### src/rtl/music_sequencer.sv
// Background-music playback controller: steps the note ROM at a fixed tempo, synthesises a
// square wave from the held note and lets one-shot sound effects pre-empt the music output.
`timescale 1ns/1ps
module music_sequencer #(
    parameter int TICKS_PER_STEP = 12_500_000,
    parameter int SONG_LEN       = 176,
    parameter int LOOP_START     = 8,
    parameter int SFX_TICKS      = 5_000_000,
    parameter int PHASE_W        = 24
) (
    input  logic       clk,
    input  logic       rst_n,
    input  logic       cmd_start,
    input  logic       cmd_stop,
    input  logic       cmd_pause,
    input  logic       loop_en,
    output logic [7:0] rom_addr,
    input  logic [7:0] rom_note,
    input  logic       sfx_req,
    input  logic [7:0] sfx_note,
    output logic       sfx_ack,
    output logic [7:0] cur_note,
    output logic       playing,
    output logic       song_done,
    output logic       audio_out,
    output logic       audio_en
);

    localparam int TICK_W = $clog2(TICKS_PER_STEP + 1);
    localparam int SFX_W  = $clog2(SFX_TICKS + 1);

    typedef enum logic [2:0] {IDLE, FETCH, LOAD, PLAY, PAUSED} state_t;

    state_t               state, state_nxt;
    logic [TICK_W-1:0]    tick_cnt;
    logic                 pause_pend;
    logic [PHASE_W-1:0]   phase, phase_nxt;
    logic [SFX_W-1:0]     sfx_cnt;
    logic                 sfx_active;
    logic [7:0]           sfx_latched;
    logic [7:0]           act_note;
    logic                 step_end, last_step, song_end;

    assign step_end  = (tick_cnt == TICK_W'(TICKS_PER_STEP - 1));
    assign last_step = (rom_addr >= 8'(SONG_LEN - 1));

    // NOTE: sequential state uses non-blocking (<=) so every register samples pre-edge values.
    always_ff @(posedge clk or negedge rst_n) begin
        if (!rst_n) state <= IDLE;
        else        state <= state_nxt;
    end

    // NOTE: every comb output gets a default first so no path leaves it unassigned (no latch).
    always_comb begin
        state_nxt = state;
        if (cmd_stop)       state_nxt = IDLE;
        else if (cmd_start) state_nxt = FETCH;
        else begin
            case (state)
                IDLE:   state_nxt = IDLE;
                FETCH:  state_nxt = LOAD;
                LOAD:   state_nxt = PLAY;
                PLAY: begin
                    if (cmd_pause || pause_pend)   state_nxt = PAUSED;
                    else if (step_end)             state_nxt = (last_step && !loop_en) ? IDLE : FETCH;
                end
                PAUSED: if (cmd_pause) state_nxt = PLAY;
                default: state_nxt = IDLE;
            endcase
        end
    end

    always_comb begin
        playing  = (state == FETCH) || (state == LOAD) || (state == PLAY);
        song_end = (state == PLAY) && (state_nxt == IDLE) && !cmd_stop;
        act_note = sfx_active ? sfx_latched : ((state == PLAY) ? cur_note : 8'd0);
        phase_nxt = phase;
        // SFX keeps the shared accumulator running; music alone freezes it while paused.
        if (sfx_active)              phase_nxt = phase + PHASE_W'(sfx_latched);
        else if (cmd_stop)           phase_nxt = '0;
        else if (state == PAUSED)    phase_nxt = phase;
        else if (act_note == 8'd0)   phase_nxt = '0;
        else                         phase_nxt = phase + PHASE_W'(act_note);
    end

    always_ff @(posedge clk or negedge rst_n) begin
        if (!rst_n) begin
            rom_addr   <= 8'd0;
            cur_note   <= 8'd0;
            tick_cnt   <= '0;
            pause_pend <= 1'b0;
        end else if (cmd_stop || cmd_start) begin
            rom_addr   <= 8'd0;
            cur_note   <= 8'd0;
            tick_cnt   <= '0;
            pause_pend <= 1'b0;
        end else begin
            case (state)
                FETCH: if (cmd_pause) pause_pend <= !pause_pend;
                LOAD: begin
                    if (cmd_pause) pause_pend <= !pause_pend;
                    cur_note <= rom_note;
                    tick_cnt <= '0;
                end
                PLAY: begin
                    if (cmd_pause || pause_pend) begin
                        pause_pend <= 1'b0;
                    end else if (step_end) begin
                        tick_cnt <= '0;
                        cur_note <= 8'd0;
                        if (!last_step)   rom_addr <= rom_addr + 8'd1;
                        else if (loop_en) rom_addr <= 8'(LOOP_START);
                        else              rom_addr <= 8'd0;
                    end else begin
                        tick_cnt <= tick_cnt + 1'b1;
                    end
                end
                default: ;
            endcase
        end
    end

    // A new request always wins, so a retrigger reloads the note and the full duration.
    always_ff @(posedge clk or negedge rst_n) begin
        if (!rst_n) begin
            sfx_latched <= 8'd0;
            sfx_cnt     <= '0;
            sfx_active  <= 1'b0;
            sfx_ack     <= 1'b0;
        end else begin
            sfx_ack <= sfx_req;
            if (sfx_req) begin
                sfx_latched <= sfx_note;
                sfx_cnt     <= SFX_W'(SFX_TICKS - 1);
                sfx_active  <= 1'b1;
            end else if (sfx_active) begin
                if (sfx_cnt == '0) sfx_active <= 1'b0;
                else               sfx_cnt    <= sfx_cnt - 1'b1;
            end
        end
    end

    always_ff @(posedge clk or negedge rst_n) begin
        if (!rst_n) begin
            phase     <= '0;
            audio_out <= 1'b0;
            audio_en  <= 1'b0;
            song_done <= 1'b0;
        end else begin
            phase     <= phase_nxt;
            audio_out <= phase_nxt[PHASE_W-1] & (act_note != 8'd0);
            audio_en  <= (act_note != 8'd0);
            song_done <= song_end;
        end
    end

endmodule

### config.mk
export PLATFORM = sky130hd
export DESIGN_NAME = music_sequencer
export DESIGN_NICKNAME = d
export VERILOG_FILES = /design/src/rtl/music_sequencer.sv
export SDC_FILE = /design/constraint.sdc
export NUM_CORES = 1
export LEC_CHECK = 0
export ABC_AREA = 1
export CAP_MARGIN = 10
export CORE_UTILIZATION = 25
export DETAILED_ROUTE_END_ITERATION = 16
export PLACE_DENSITY = 0.49
export SLEW_MARGIN = 20
export SYNTH_ARGS = -nofsm -noshare
export SYNTH_HDL_FRONTEND = slang
export SYNTH_SLANG_ARGS = --single-unit
export TNS_END_PERCENT = 100
### constraint.sdc
create_clock -name clk -period 3.29 [get_ports clk]
set_clock_uncertainty 0.2 [all_clocks]
set_input_delay 0.658 -clock clk [delete_from_list [all_inputs] [get_ports clk]]
set_output_delay 0.658 -clock clk [all_outputs]
set_load 0.02 [all_outputs]
==> impl_metrics.csv <==
group,metric,value,unit
clocking,cts.repair_timing.setup_buffer_count,0,
power,p_leak,3.57,nW
power,power.density,494,nW/um2
timing,worst_slew_margin_rel,58.6,%
synthesis,synth_area_per_cell,7.19,um2
global_route,grt_max_degree,105,
timing,rsz0062_at_grt,"false",
critical_path,cp-end-kind,"flop",
placement,dp_cells,1429,
synthesis,synth_edf_count,0,
critical_path,cp.arrival,2.91,ns
synthesis,syn-num-nets,1059,
floorplanning,start_util,25.4,%
power,p_int,0.00250,W
layout,area_growth,15.7,%
synthesis,synthFlopType,"dfrtp_1",
clocking,cts_tree,"done",
synthesis,yosysUniqueCellTypes,54,
placement,dp_hpwl,14.6,mm
global_route,grt_pass1_vias,6554,
timing,layout_setup_ws,0.431,ns
layout,stdcell_count,1445,
synthesis,yosys.area.top_type,"dfrtp_1",
global_route,antenna_found_initial,0,
clocking,cts-resized-gates,0,
clocking,cts.sinks,104,
global_route,grt_pass1_wl,33.7,mm
placement,gp_congestion,0.846,
clocking,htreeDepth,3,
layout,fin_util,29.4,%
timing,finalCriticalPeriod,2.86,ns
clocking,cts_made_buffers,9,
floorplanning,ios,44,
layout,n_antenna_cell,0,
floorplanning,die_y,173,um
routing,drt_iter0_markers,392,
synthesis,syn_area,7290,um2
power,p_clk_share,27.0,%
routing,ant_nets,0,
routing,routed_wl,19.5,mm
power,p_total,0.00417,W
synthesis,async_flop_share,100,%
routing,vias_per_cell,4.60,
routing,firstDrtPassIters,6,
placement,place.port_buffers,43,
clocking,root_buffer,"clkbuf_16",
clocking,clk_pin_slew,0.08,ns
synthesis,synth_warnings,0,
critical_path,critPathKind,"flop to flop",
power,combPwrFrac,34.4,%
critical_path,worstPathMaxFanout,15,
layout,fin_nets,1101,
synthesis,ys_seq_elements,104,
critical_path,worstPathRequired,3.34,ns
timing,finalMaxSlewViolations,0,
routing,num_vias,6643,
floorplanning,core.rowCount,62,
clocking,clk_path_buf_depth,2,
synthesis,yosysSeqAreaShare,35.7,%
hold_path,hp-class,"input port to async pin",
synthesis,synth_top_area_share,35.7,%
global_route,track_usage,13.8,%
critical_path,startpoint_type,"flop",
timing,tightest_slew,0.621,ns
power,switching_share,39.9,%
floorplanning,fp.dieW,173,um
routing,drcViolationCount,0,
synthesis,netlist_instances,1014,
timing,timing.setup.tns,0,ns
timing,max_freq,350,MHz
power,seqPwrFrac,38.6,%
floorplanning,dieArea,29800,um2
timing,setup_viol,0,
clocking,cts_hold_buffers,0,
timing,fin_crit_sh,86.9,%
layout,layout-drive-gt1-share,8.20,%
timing,final_hold_viol_count,0,
routing,wl_per_cell,13.5,um
power,power_switching,0.00166,W
status,status,"finished, final reports clean",
placement,place_ws,0.420,ns
power,ir_drop,0.000273,V
synthesis,yosys-top-cells-area,"dfrtp_1 (36%), nand2_1 (14%), nand3_1 (6.0%)",
floorplanning,coreArea,28700,um2
job,max_cap_violations,0,
clocking,clkLatencyLatePin,0.36,ns
global_route,overflow,0,
==> logic make-up after synthesis <==
logic type / share of synthesized area, %
AND/OR/NAND/NOR: 35.8
adder cells (fa/ha/maj): 3.98
buffers and inverters: 8.74
flip-flops: 35.7
multiplexers: 0.137
XOR/XNOR: 3.96
AO/OA/AOI/OAI: 11.7
==> through the flow <==
stage,hold slack (ns),area (um2)
4_1_cts,0.214,8430
3_5_place_dp,0.315,8130
2_1_floorplan,0.162,7290
6_report,0.176,8430
5_1_grt,0.233,8430
3_3_place_gp,0.303,8130
==> synthesized netlist by cell type (2+ instances only) <==
library cell,n
clkbuf_1,8
a21boi_2,2
ha_1,20
o31ai_1,8
nand2_1,278
nor2_2,6
o21ai_0,48
nand2_2,3
fa_1,2
a31oi_1,2
buf_12,2
a21oi_1,37
nor3_1,21
o21ai_2,6
xnor2_1,11
nand3_1,87
inv_4,2
inv_2,3
nand3b_1,2
buf_4,2
buf_2,6
nand4_1,27
nand2_4,2
o22ai_1,7
nor2_1,107
o21ai_1,11
or2_2,3
nor2_4,5
inv_1,116
nor3_2,4
nand3_2,13
o211ai_1,14
xor2_1,22
dfrtp_1,104
a21oi_2,2
buf_6,3
==> flip-flops by register name, indices dropped and copies added (netlist names) <==
name and cells:
cur_note 8, tick_cnt 24, sfx_latched 8, song_done 1
phase 24, rom_addr 8, audio_en 1, audio_out 1
state 3, sfx_cnt 23, sfx_active 1, pause_pend 1
sfx_ack 1
==> layout make-up <==
class | instances | area, um2
Multi-Input combinational cell | 764 | 4050
Fill cell | 3124 | 20300
Sequential cell | 104 | 2600
Clock buffer | 10 | 239
Clock inverter | 6 | 61.3
Tap cell | 384 | 480
Inverter | 124 | 483
Timing Repair Buffer | 53 | 515
==> critical path, cell delays in order (launching register included) <==
cell     delay [ns]
dfrtp_1        0.41
nand2_2        0.11
nor2_4         0.31
nand2_1        0.09
nand2_1        0.08
ha_1           0.19
fa_1           0.22
nand3_1        0.08
nand2_1        0.13
nand2_1        0.07
nand2_1        0.33
nand3_1        0.19
nor2_1         0.13
nand2_1        0.06
nand3_1        0.08
nand3_1        0.06
==> layout by cell type, fill, tap and decap left out, types with 4 or more instances in the layout <==
| master | count |
|---|---|
| nand4_1 | 27 |
| nand3_1 | 87 |
| nor2_1 | 107 |
| o22ai_1 | 7 |
| o21ai_1 | 11 |
| o211ai_1 | 14 |
| clkbuf_16 | 9 |
| xor2_1 | 22 |
| nand2_1 | 278 |
| nand3_2 | 13 |
| inv_1 | 116 |
| o21ai_2 | 6 |
| a21oi_1 | 37 |
| xnor2_1 | 11 |
| nor2_2 | 6 |
| buf_4 | 10 |
| dfrtp_1 | 104 |
| nor3_1 | 21 |
| o21ai_0 | 48 |
| ha_1 | 20 |
| nor2_4 | 5 |
| clkdlybuf4s50_1 | 42 |
| o31ai_1 | 8 |
| nor3_2 | 4 |
==> power by group through the flow <==
stage / registers, W / clock network [W] / logic [W]
final: 0.00161 / 0.00113 / 0.00143
after global routing: 0.00164 / 0.00121 / 0.00164
after CTS: 0.00161 / 0.00116 / 0.00144
after detailed placement: 0.00163 / 0 / 0.00142
after global placement: 0.00163 / 0 / 0.00142
after floorplan: 0.00156 / 0 / 0.00109
==> final timing paths <==
check / startpoint / end / slack (ns) / depth (start not counted)
worst max-delay path: state[0]$_DFF_PN0_ / phase[20]$_DFFE_PN0P_ / 0.43 / 15
worst min-delay path: rst_n / rom_addr[1]$_DFFE_PN0P_ / 0.18 / 2
worst max register to register: state[0]$_DFF_PN0_ / phase[20]$_DFFE_PN0P_ / 0.43 / 15
worst min register to register: tick_cnt[1]$_DFFE_PN0P_ / tick_cnt[1]$_DFFE_PN0P_ / 0.33 / 2
max in group asynchronous: rst_n / sfx_cnt[5]$_DFFE_PN0P_ / 2.26 / 2
min in group clk: tick_cnt[1]$_DFFE_PN0P_ / tick_cnt[1]$_DFFE_PN0P_ / 0.33 / 2
==> per-layer routing <==
metal / vias up / global-route usage (%) / wire length, um
met5: - / 0 / 0
met4: 0 / 4.24 / 276
met3: 15 / 1.25 / 507
met2: 109 / 22.2 / 8810
met1: 3108 / 19.5 / 9930
li1: 3411 / - / -
Power figures use the tool's default switching activity.
